<file path="config.mk">
export PLATFORM = sky130hd
export DESIGN_NAME = recebe_ascii_bcd
export DESIGN_NICKNAME = d
export VERILOG_FILES = /design/src/rtl/recebe_ascii_bcd.sv
export SDC_FILE = /design/constraint.sdc
export NUM_CORES = 1
export LEC_CHECK = 0
export BUFFER_PORTS_ARGS = -buffer_cell sky130_fd_sc_hd__buf_2
export CORE_UTILIZATION = 45
export DETAILED_ROUTE_END_ITERATION = 7
export SLEW_MARGIN = 5
export SYNTH_ARGS = -nofsm -noshare
export SYNTH_HDL_FRONTEND = slang
export SYNTH_SLANG_ARGS = --single-unit
</file>
<file path="constraint.sdc">
create_clock -name clock -period 5.2 [get_ports clock]
set_clock_uncertainty 0.2 [all_clocks]
set_input_delay 0.52 -clock clock [delete_from_list [all_inputs] [get_ports clock]]
set_output_delay 0.52 -clock clock [all_outputs]
set_load 0.02 [all_outputs]
</file>
<file path="src/rtl/recebe_ascii_bcd.sv">
// Serial 8O1 receiver that packs two consecutive ASCII decimal digits into one BCD byte {tens, units}.
// Optional pair timeout between tens and units digits is built when RECEBE_TIMEOUT_EN is defined.
module recebe_ascii_bcd #(
    parameter int CLOCK_FREQ   = 50000000,
    parameter int BAUD_RATE    = 115200,
    parameter int TIMEOUT_BITS = 44
) (
    input  logic       clock,
    input  logic       reset,
    input  logic       rx_serial,
    output logic [7:0] bcd,
    output logic       pronto_recepcao_bcd,
    output logic       erro_recepcao,
    output logic       recebendo
);

    localparam int T  = CLOCK_FREQ / BAUD_RATE;
    localparam int H  = T / 2;
    localparam int TW = $clog2(T + 1);
    localparam logic [TW-1:0] T_FIM = TW'(T - 1);
    localparam logic [TW-1:0] H_FIM = TW'(H - 1);

    generate
        if (T < 2 || TIMEOUT_BITS < 1) begin : g_param_check
            $error("recebe_ascii_bcd: bit period must be >= 2 clocks and TIMEOUT_BITS >= 1");
        end
    endgenerate

    typedef enum logic [2:0] {OCIOSO, INICIO, DADOS, PARIDADE, PARADA} estado_bit_t;
    typedef enum logic {ESPERA_DEZENA, ESPERA_UNIDADE} estado_dig_t;

    logic          rx_meta, rx_sinc;
    estado_bit_t   estado;
    estado_dig_t   dig;
    logic [TW-1:0] tick;
    logic [2:0]    nbit;
    logic [7:0]    dado;
    logic          par;
    logic [3:0]    dezena;
    logic          amostra_parada;
    logic          char_ok;

    always_ff @(posedge clock or posedge reset) begin
        if (reset) begin
            rx_meta <= 1'b1;
            rx_sinc <= 1'b1;
        end else begin
            rx_meta <= rx_serial;
            rx_sinc <= rx_meta;
        end
    end

    // Bit-level framing: start is re-checked at mid-bit, then every bit is sampled one period later.
    always_ff @(posedge clock or posedge reset) begin
        if (reset) begin
            estado    <= OCIOSO;
            tick      <= '0;
            nbit      <= '0;
            dado      <= '0;
            par       <= 1'b0;
            recebendo <= 1'b0;
        end else begin
            case (estado)
                OCIOSO: begin
                    tick <= '0;
                    nbit <= '0;
                    if (!rx_sinc) begin
                        estado    <= INICIO;
                        recebendo <= 1'b1;
                    end
                end
                INICIO: begin
                    if (tick == H_FIM) begin
                        tick <= '0;
                        if (rx_sinc) begin
                            estado    <= OCIOSO;
                            recebendo <= 1'b0;
                        end else begin
                            estado <= DADOS;
                        end
                    end else begin
                        tick <= tick + TW'(1);
                    end
                end
                DADOS: begin
                    if (tick == T_FIM) begin
                        tick <= '0;
                        dado <= {rx_sinc, dado[7:1]};
                        nbit <= nbit + 3'd1;
                        if (nbit == 3'd7)
                            estado <= PARIDADE;
                    end else begin
                        tick <= tick + TW'(1);
                    end
                end
                PARIDADE: begin
                    if (tick == T_FIM) begin
                        tick   <= '0;
                        par    <= rx_sinc;
                        estado <= PARADA;
                    end else begin
                        tick <= tick + TW'(1);
                    end
                end
                PARADA: begin
                    if (tick == T_FIM) begin
                        tick      <= '0;
                        estado    <= OCIOSO;
                        recebendo <= 1'b0;
                    end else begin
                        tick <= tick + TW'(1);
                    end
                end
                default: begin
                    estado    <= OCIOSO;
                    recebendo <= 1'b0;
                end
            endcase
        end
    end

    // Validation uses the live stop sample so the pulses land in the cycle right after that edge.
    assign amostra_parada = (estado == PARADA) && (tick == T_FIM);
    assign char_ok = rx_sinc && (^{dado, par}) && (dado >= 8'h30) && (dado <= 8'h39);

`ifdef RECEBE_TIMEOUT_EN
    localparam int LIMITE = TIMEOUT_BITS * T;
    logic [31:0] cnt;
`endif

    always_ff @(posedge clock or posedge reset) begin
        if (reset) begin
            dig                 <= ESPERA_DEZENA;
            dezena              <= '0;
            bcd                 <= '0;
            pronto_recepcao_bcd <= 1'b0;
            erro_recepcao       <= 1'b0;
`ifdef RECEBE_TIMEOUT_EN
            cnt                 <= '0;
`endif
        end else begin
            pronto_recepcao_bcd <= 1'b0;
            erro_recepcao       <= 1'b0;
            if (amostra_parada) begin
`ifdef RECEBE_TIMEOUT_EN
                cnt <= '0;
`endif
                if (!char_ok) begin
                    erro_recepcao <= 1'b1;
                    dig           <= ESPERA_DEZENA;
                end else if (dig == ESPERA_DEZENA) begin
                    dezena <= dado[3:0];
                    dig    <= ESPERA_UNIDADE;
                end else begin
                    bcd                 <= {dezena, dado[3:0]};
                    pronto_recepcao_bcd <= 1'b1;
                    dig                 <= ESPERA_DEZENA;
                end
            end
`ifdef RECEBE_TIMEOUT_EN
            // Pair timer pauses while a frame is on the wire.
            else if (dig == ESPERA_UNIDADE && !recebendo) begin
                if (cnt == 32'(LIMITE - 1)) begin
                    cnt           <= '0;
                    erro_recepcao <= 1'b1;
                    dig           <= ESPERA_DEZENA;
                end else begin
                    cnt <= cnt + 32'd1;
                end
            end
`endif
        end
    end

endmodule

</file>
==> qor.csv, run 1 <==
metric;value;unit
sequence of cells on the critical path;nor3b_1, nand4_2, nor2_1, nand3_2, mux2_2;
CTS clk-pin slew, worst paths;80;ps
Hold Crit Start;rx_serial;
starting density of the core;48.0;%
die footprint;4660;um2
Slew HR;61.0;%
post-synthesis cell count;177;
critical path class;reg2reg;
Congestion Overflow GR;0;
most frequent cell after synthesis;dfrtp_1;
WHS;121;ps
mean number of vias per cell;5.25;
CP Launch Type;register;
Port Buffer Count;13;
Mapped Area;1970;um2
worst reg-to-reg setup slack;3080;ps
area leader, netlist;dfrtp_1;
# clock sinks;42;
Post-CTS Hold Buffers;0;
Cells on Worst Hold Path;1;
HP Class;in2reg;
vias in the first global route;1157;
status;finished, final reports clean;
Mapped Nets;185;
layout cells sized above 1;24.2;%
routed wire length;3.38;mm
asr flop ratio synth;100;%
RR Startpoint;tick[3]$_DFFE_PP0P_;
largest net degree at the start of global routing;43;
VDD IR max;0.128;mV
global-route wire length before repair;5.52;mm
H-tree depth;2;
CP required;5170;ps
Slew Viols, Final;0;
critical path endpoint category;register;
max incr delay on CP;480;ps
Antenna diodes;0;
critical path fanouts, max;10;
Post-synth EDFFs;0;
cell area after layout;2170;um2
CTS tree;done;
Avg Cell Area, Syn;11.2;um2
top cells by area, synth;dfrtp_1 (51%), mux2_2 (11%), ha_1 (3.2%);
maximum buffer depth of the clock tree;2;
# setup viols final;0;
die height;68.2;um
critical path arrival;2100;ps
flops & latches, synth;42;
Site Rows;23;
placed insts;236;
Clk Latency, worst-skew pair;290;ps
minimum clock period;2120;ps
top cell type's share of synthesized area;50.7;%
Max stage delay cell, worst path;dfrtp_1;
f_max;0.471;GHz
initial antenna violation count;0;
CTS buffer count;5;
total core area;4120;um2
worst reg2reg endpoint;bcd[0]$_DFFE_PP0P_;
Register-to-Register Path Depth;5;
area of placed instances;2080;um2
Pleak;1.03;nW
Least-Margin Pin Slew;579;ps
Top Ports;14;
Final HPWL DP;2.34;mm
area grow syn2layout;9.70;%
Hold Vio Cnt, Final;0;
number of distinct library cells after synthesis;41;
unrepaired setup endpoints after global routing;no;
Seq/Total Area, Yosys;53.4;%
setup bufs post-CTS;0;
top_reg_cell synth;dfrtp_1;
DRC;0;
Max Cap Viol;0;
power density over the cells;249;nW/um2
Synth top cells by count;dfrtp_1 (40), mux2_2 (19), nand2_1 (15), nor2_1 (15), o21ai_0 (10);
Die Wd;68.2;um
Vias;1282;
Starting DRT DRC Count;56;
post-route insts no fill;244;
CTS root buffer;clkbuf_8;
routability cong.;0.825;
PostCTS Resize Cnt;0;
Routed Antenna Nets;0;
hold endpoint;rx_meta$_DFF_PP1_;
final clock period utilization by the worst path;40.8;%
gr usage total;16.6;%
Routed WL per cell;13.9;um
Final TNS setup;0;ps
Warnings, synthesis;0;
Power Total;0.539;mW
Pre-Repair DR Iteration Count;4;
Total Nets Final;201;
## layer usage
| layer | track usage [%] | part of all wire [%] | vias up |
|---|---|---|---|
| li1 | - | - | 656 |
| met1 | 22.2 | 52 | 599 |
| met2 | 24.5 | 43 | 25 |
| met3 | 6.33 | 4.0 | 2 |
| met4 | 5.47 | 0.50 | 0 |
| met5 | 0 | 0 | - |
## cell usage in the layout, fill, tap and decap left out, types with 3 or more instances in the layout
| cell | n |
|---|---|
| clkbuf_8 | 5 |
| nand2_1 | 15 |
| mux2_2 | 19 |
| xnor2_1 | 5 |
| nor2_1 | 15 |
| xor2_1 | 4 |
| ha_1 | 5 |
| nor3_1 | 5 |
| dfrtp_1 | 40 |
| or4_1 | 3 |
| buf_2 | 13 |
| a21oi_1 | 5 |
| inv_1 | 9 |
| nand3_1 | 4 |
| o21ai_0 | 10 |
| nand4_1 | 4 |
## where the power goes
group / switching [mW] / internal, mW
Combinational: 0.00659 / 0.00130
Clock: 0.108 / 0.0947
Sequential: 0.000670 / 0.328
Total: 0.115 / 0.424
## area by class of cell
class                           instances  area (um2)
Fill cell                             376        1950
Sequential cell                        42        1050
Multi-Input combinational cell        121         857
Clock buffer                            6        72.6
Timing Repair Buffer                   14        72.6
Tap cell                               50        62.6
Inverter                                9        33.8
Clock inverter                          2        13.8
## worst max-delay path, delay by kind of cell (launching register included)
family,cells,cell delay [ps]
AND/OR/NAND/NOR,4,990
flip-flops,1,480
multiplexers,1,340
## worst max-delay path by stage
stage	from	end	slack [ps]	depth (start not counted)
floorplan	tick[3]$_DFFE_PP0P_	dado[0]$_DFFE_PP0P_	3260	6
global placement	tick[3]$_DFFE_PP0P_	dado[6]$_DFFE_PP0P_	3120	4
detailed placement	tick[3]$_DFFE_PP0P_	bcd[4]$_DFFE_PP0P_	3080	5
CTS	tick[3]$_DFFE_PP0P_	bcd[4]$_DFFE_PP0P_	3060	5
global route	tick[3]$_DFFE_PP0P_	tick[7]$_DFFE_PP0P_	2940	5
finish	tick[3]$_DFFE_PP0P_	bcd[0]$_DFFE_PP0P_	3080	5
## registers in the layout, indices dropped and copies added, names as in the netlist
signal,flops
recebendo,1
rx_meta,1
tick,9
erro_recepcao,1
dezena,4
par,1
dig,1
nbit,3
bcd,8
estado,3
rx_sinc,1
dado,8
pronto_recepcao_bcd,1
## logic make-up (layout without fill, tap and decap cells)
logic type	after synthesis	in the layout	synth area share, %
AO/OA/AOI/OAI	24	24	7.48
XOR/XNOR	9	9	3.99
adder cells (fa/ha/maj)	5	5	3.17
buffers and inverters	14	31	3.23
flip-flops	42	42	53.4
multiplexers	20	20	11.3
AND/OR/NAND/NOR	63	63	17.4
## stage by stage
step                setup WS, ps  utilization, %
floorplan                   3260               -
detailed placement          3080            50.5
global placement            3120            50.5
finish                      3080            52.6
CTS                         3060            52.6
global route                2940            52.6
Power figures use the tool's default switching activity.
==> run 2, diff against run 1 <==
clock period = 1.76 ns   (was 5.2 ns; I/O delays follow)
==> run 2 against run 1 <==
Against the previous run:
- the run now ends with setup timing left
- critical path depth decreased by 1
- combinational power rose to 4.0 times the previous value
- sequential share of layout area fell by 7.7 points
==> qor.csv, run 2 (same netlist as run 1, synthesis figures left out) <==
metric;value;unit;change
leading cell type in the layout, fill and taps excluded;dfrtp_1;;
CTS tree;done;;
Slew HR;64.5;%;+3.5 points
WHS;157;ps;+36.7 ps
Die Wd;68.2;um;unchanged
Setup WS post-layout;-141;ps;-3220 ps
Top reg by flops;tick;;
max reg flops;9;;unchanged
H-tree depth;2;;unchanged
pre-CTS setup slack;-168;ps;-3240 ps
Routed Antenna Nets;0;;unchanged
# setup viols final;34;;+34
layout cells sized above 1;42.5;%;+18 points
status;complete, but fails checks;;
failing checks;setup timing;;
Slew Viols, Final;0;;unchanged
Clk Latency, worst-skew pair;290;ps;about the same
CP required;1740;ps;-3430 ps
die footprint;4660;um2;unchanged
total core area;4120;um2;unchanged
critical path class;reg2reg;;
f_max;0.526;GHz;+12%
DRC;0;;unchanged
Total Nets Final;240;;+19%
CP Launch Type;register;;
routability cong.;0.810;;-1.8%
Congestion Overflow GR;0;;unchanged
Site Rows;23;;unchanged
vias in the first global route;1398;;+21%
Least-Margin Pin Slew;533;ps;-46.6 ps
Routed WL per cell;14.1;um;+1.9%
VDD IR max;0.516;mV;+300%
final clock period utilization by the worst path;108;%;+67 points
Largest regs;tick x9, bcd x8, dado x8;;
critical path arrival;1880;ps;-220 ps
global-route wire length before repair;6.10;mm;+10%
largest net degree at the start of global routing;43;;unchanged
area grow syn2layout;30.4;%;
starting density of the core;48.0;%;unchanged
Vias;1498;;+17%
maximum buffer depth of the clock tree;2;;unchanged
CTS clk-pin slew, worst paths;80;ps;about the same
Port Buffer Count;13;;unchanged
minimum clock period;1900;ps;-223 ps
HP Class;reg2reg;;
die height;68.2;um;unchanged
Pleak;1.27;nW;+23%
Starting DRT DRC Count;94;;+68%
Max Cap Viol;0;;unchanged
Pre-Repair DR Iteration Count;4;;unchanged
critical path endpoint category;register;;
CTS root buffer;clkbuf_8;;
Final HPWL DP;2.72;mm;+16%
most frequent cells in the layout;dfrtp_1 (40), buf_4 (37), mux2_2 (19), nor2_1 (14), nand2_1 (14);;
power density over the cells;679;nW/um2;+170%
# clock sinks;42;;unchanged
routed wire length;3.99;mm;+18%
critical path fanouts, max;11;;+1
gr usage total;18.2;%;+1.6 points
Hold Vio Cnt, Final;0;;unchanged
initial antenna violation count;0;;unchanged
Top Ports;14;;unchanged
mean number of vias per cell;5.29;;+0.75%
Antenna diodes;0;;unchanged
CTS buffer count;5;;unchanged
unrepaired setup endpoints after global routing;yes;;
## run 2: changes by cell type in the layout (fill, tap and decap cells not counted), sizes merged
cell         previous run  this run
buf                    14        51
bufinv                  0         1
clkinv                  2         0
clkinvlp                0         1
dlygate4sd3             0         2
## run 2: power by group
group / total (mW) / switching [mW] / internal, mW
Combinational: 0.0319 / 0.0224 / 0.00954
Clock: 0.746 / 0.323 / 0.423
Sequential: 0.969 / 0.000861 / 0.968
## run 2: final timing paths
kind | start | to | slack [ps] | depth (start not counted)
min in group asynchronous | reset | tick[4]$_DFFE_PP0P_ | 350 | 4
worst max-delay path | tick[3]$_DFFE_PP0P_ | dado[3]$_DFFE_PP0P_ | -140 | 4
max in group asynchronous | reset | rx_meta$_DFF_PP1_ | 620 | 4
worst max register to register | tick[3]$_DFFE_PP0P_ | dado[3]$_DFFE_PP0P_ | -140 | 4
worst min register to register | rx_meta$_DFF_PP1_ | rx_sinc$_DFF_PP1_ | 160 | 0
worst min-delay path | rx_meta$_DFF_PP1_ | rx_sinc$_DFF_PP1_ | 160 | 0
## run 2: critical path, cell delays in order (launching register included)
cell and delay, ps:
dfrtp_1 430, and4bb_1 320, nand3_2 120, or3_4 420, mux2_2 300
## run 2: per-layer routing
metal / GRT usage [%] / vias up / wire [um]
met5: 0 / - / 0
met4: 7.55 / 0 / 80
met3: 4.67 / 9 / 136
met2: 30.4 / 36 / 1970
met1: 22.0 / 720 / 1810
li1: - / 733 / -
## run 2: through the flow
stage          instances  TNS, ps  utilization, %  instance area [um2]  power [mW]
2_1_floorplan        177    -2270               -                 1990        1.00
3_3_place_gp         268    -2150            56.7                 2330        1.02
3_5_place_dp         268    -3010            56.7                 2330        1.02
4_1_cts              283    -2200            62.0                 2550        1.77
5_1_grt              283    -5030            62.5                 2570        1.82
6_report             283    -2620            62.5                 2570        1.75
## run 2: layout make-up
type / count / area [um2]
fillers: 349 / 1540
flip-flops and latches: 42 / 1050
multi-input cells: 121 / 940
repair buffers: 53 / 374
clock buffers: 6 / 72.6
well taps: 50 / 62.6
clock inverters: 2 / 37.5
inverters: 9 / 33.8
## run 2: what timing repair did
action	4_1_cts	5_1_grt
hold buffers	2	0
pin swaps	5	3
gates resized for setup	14	7
setup buffers	5	0
endpoints found under the hold margin	41	0
setup endpoints to repair	34	38
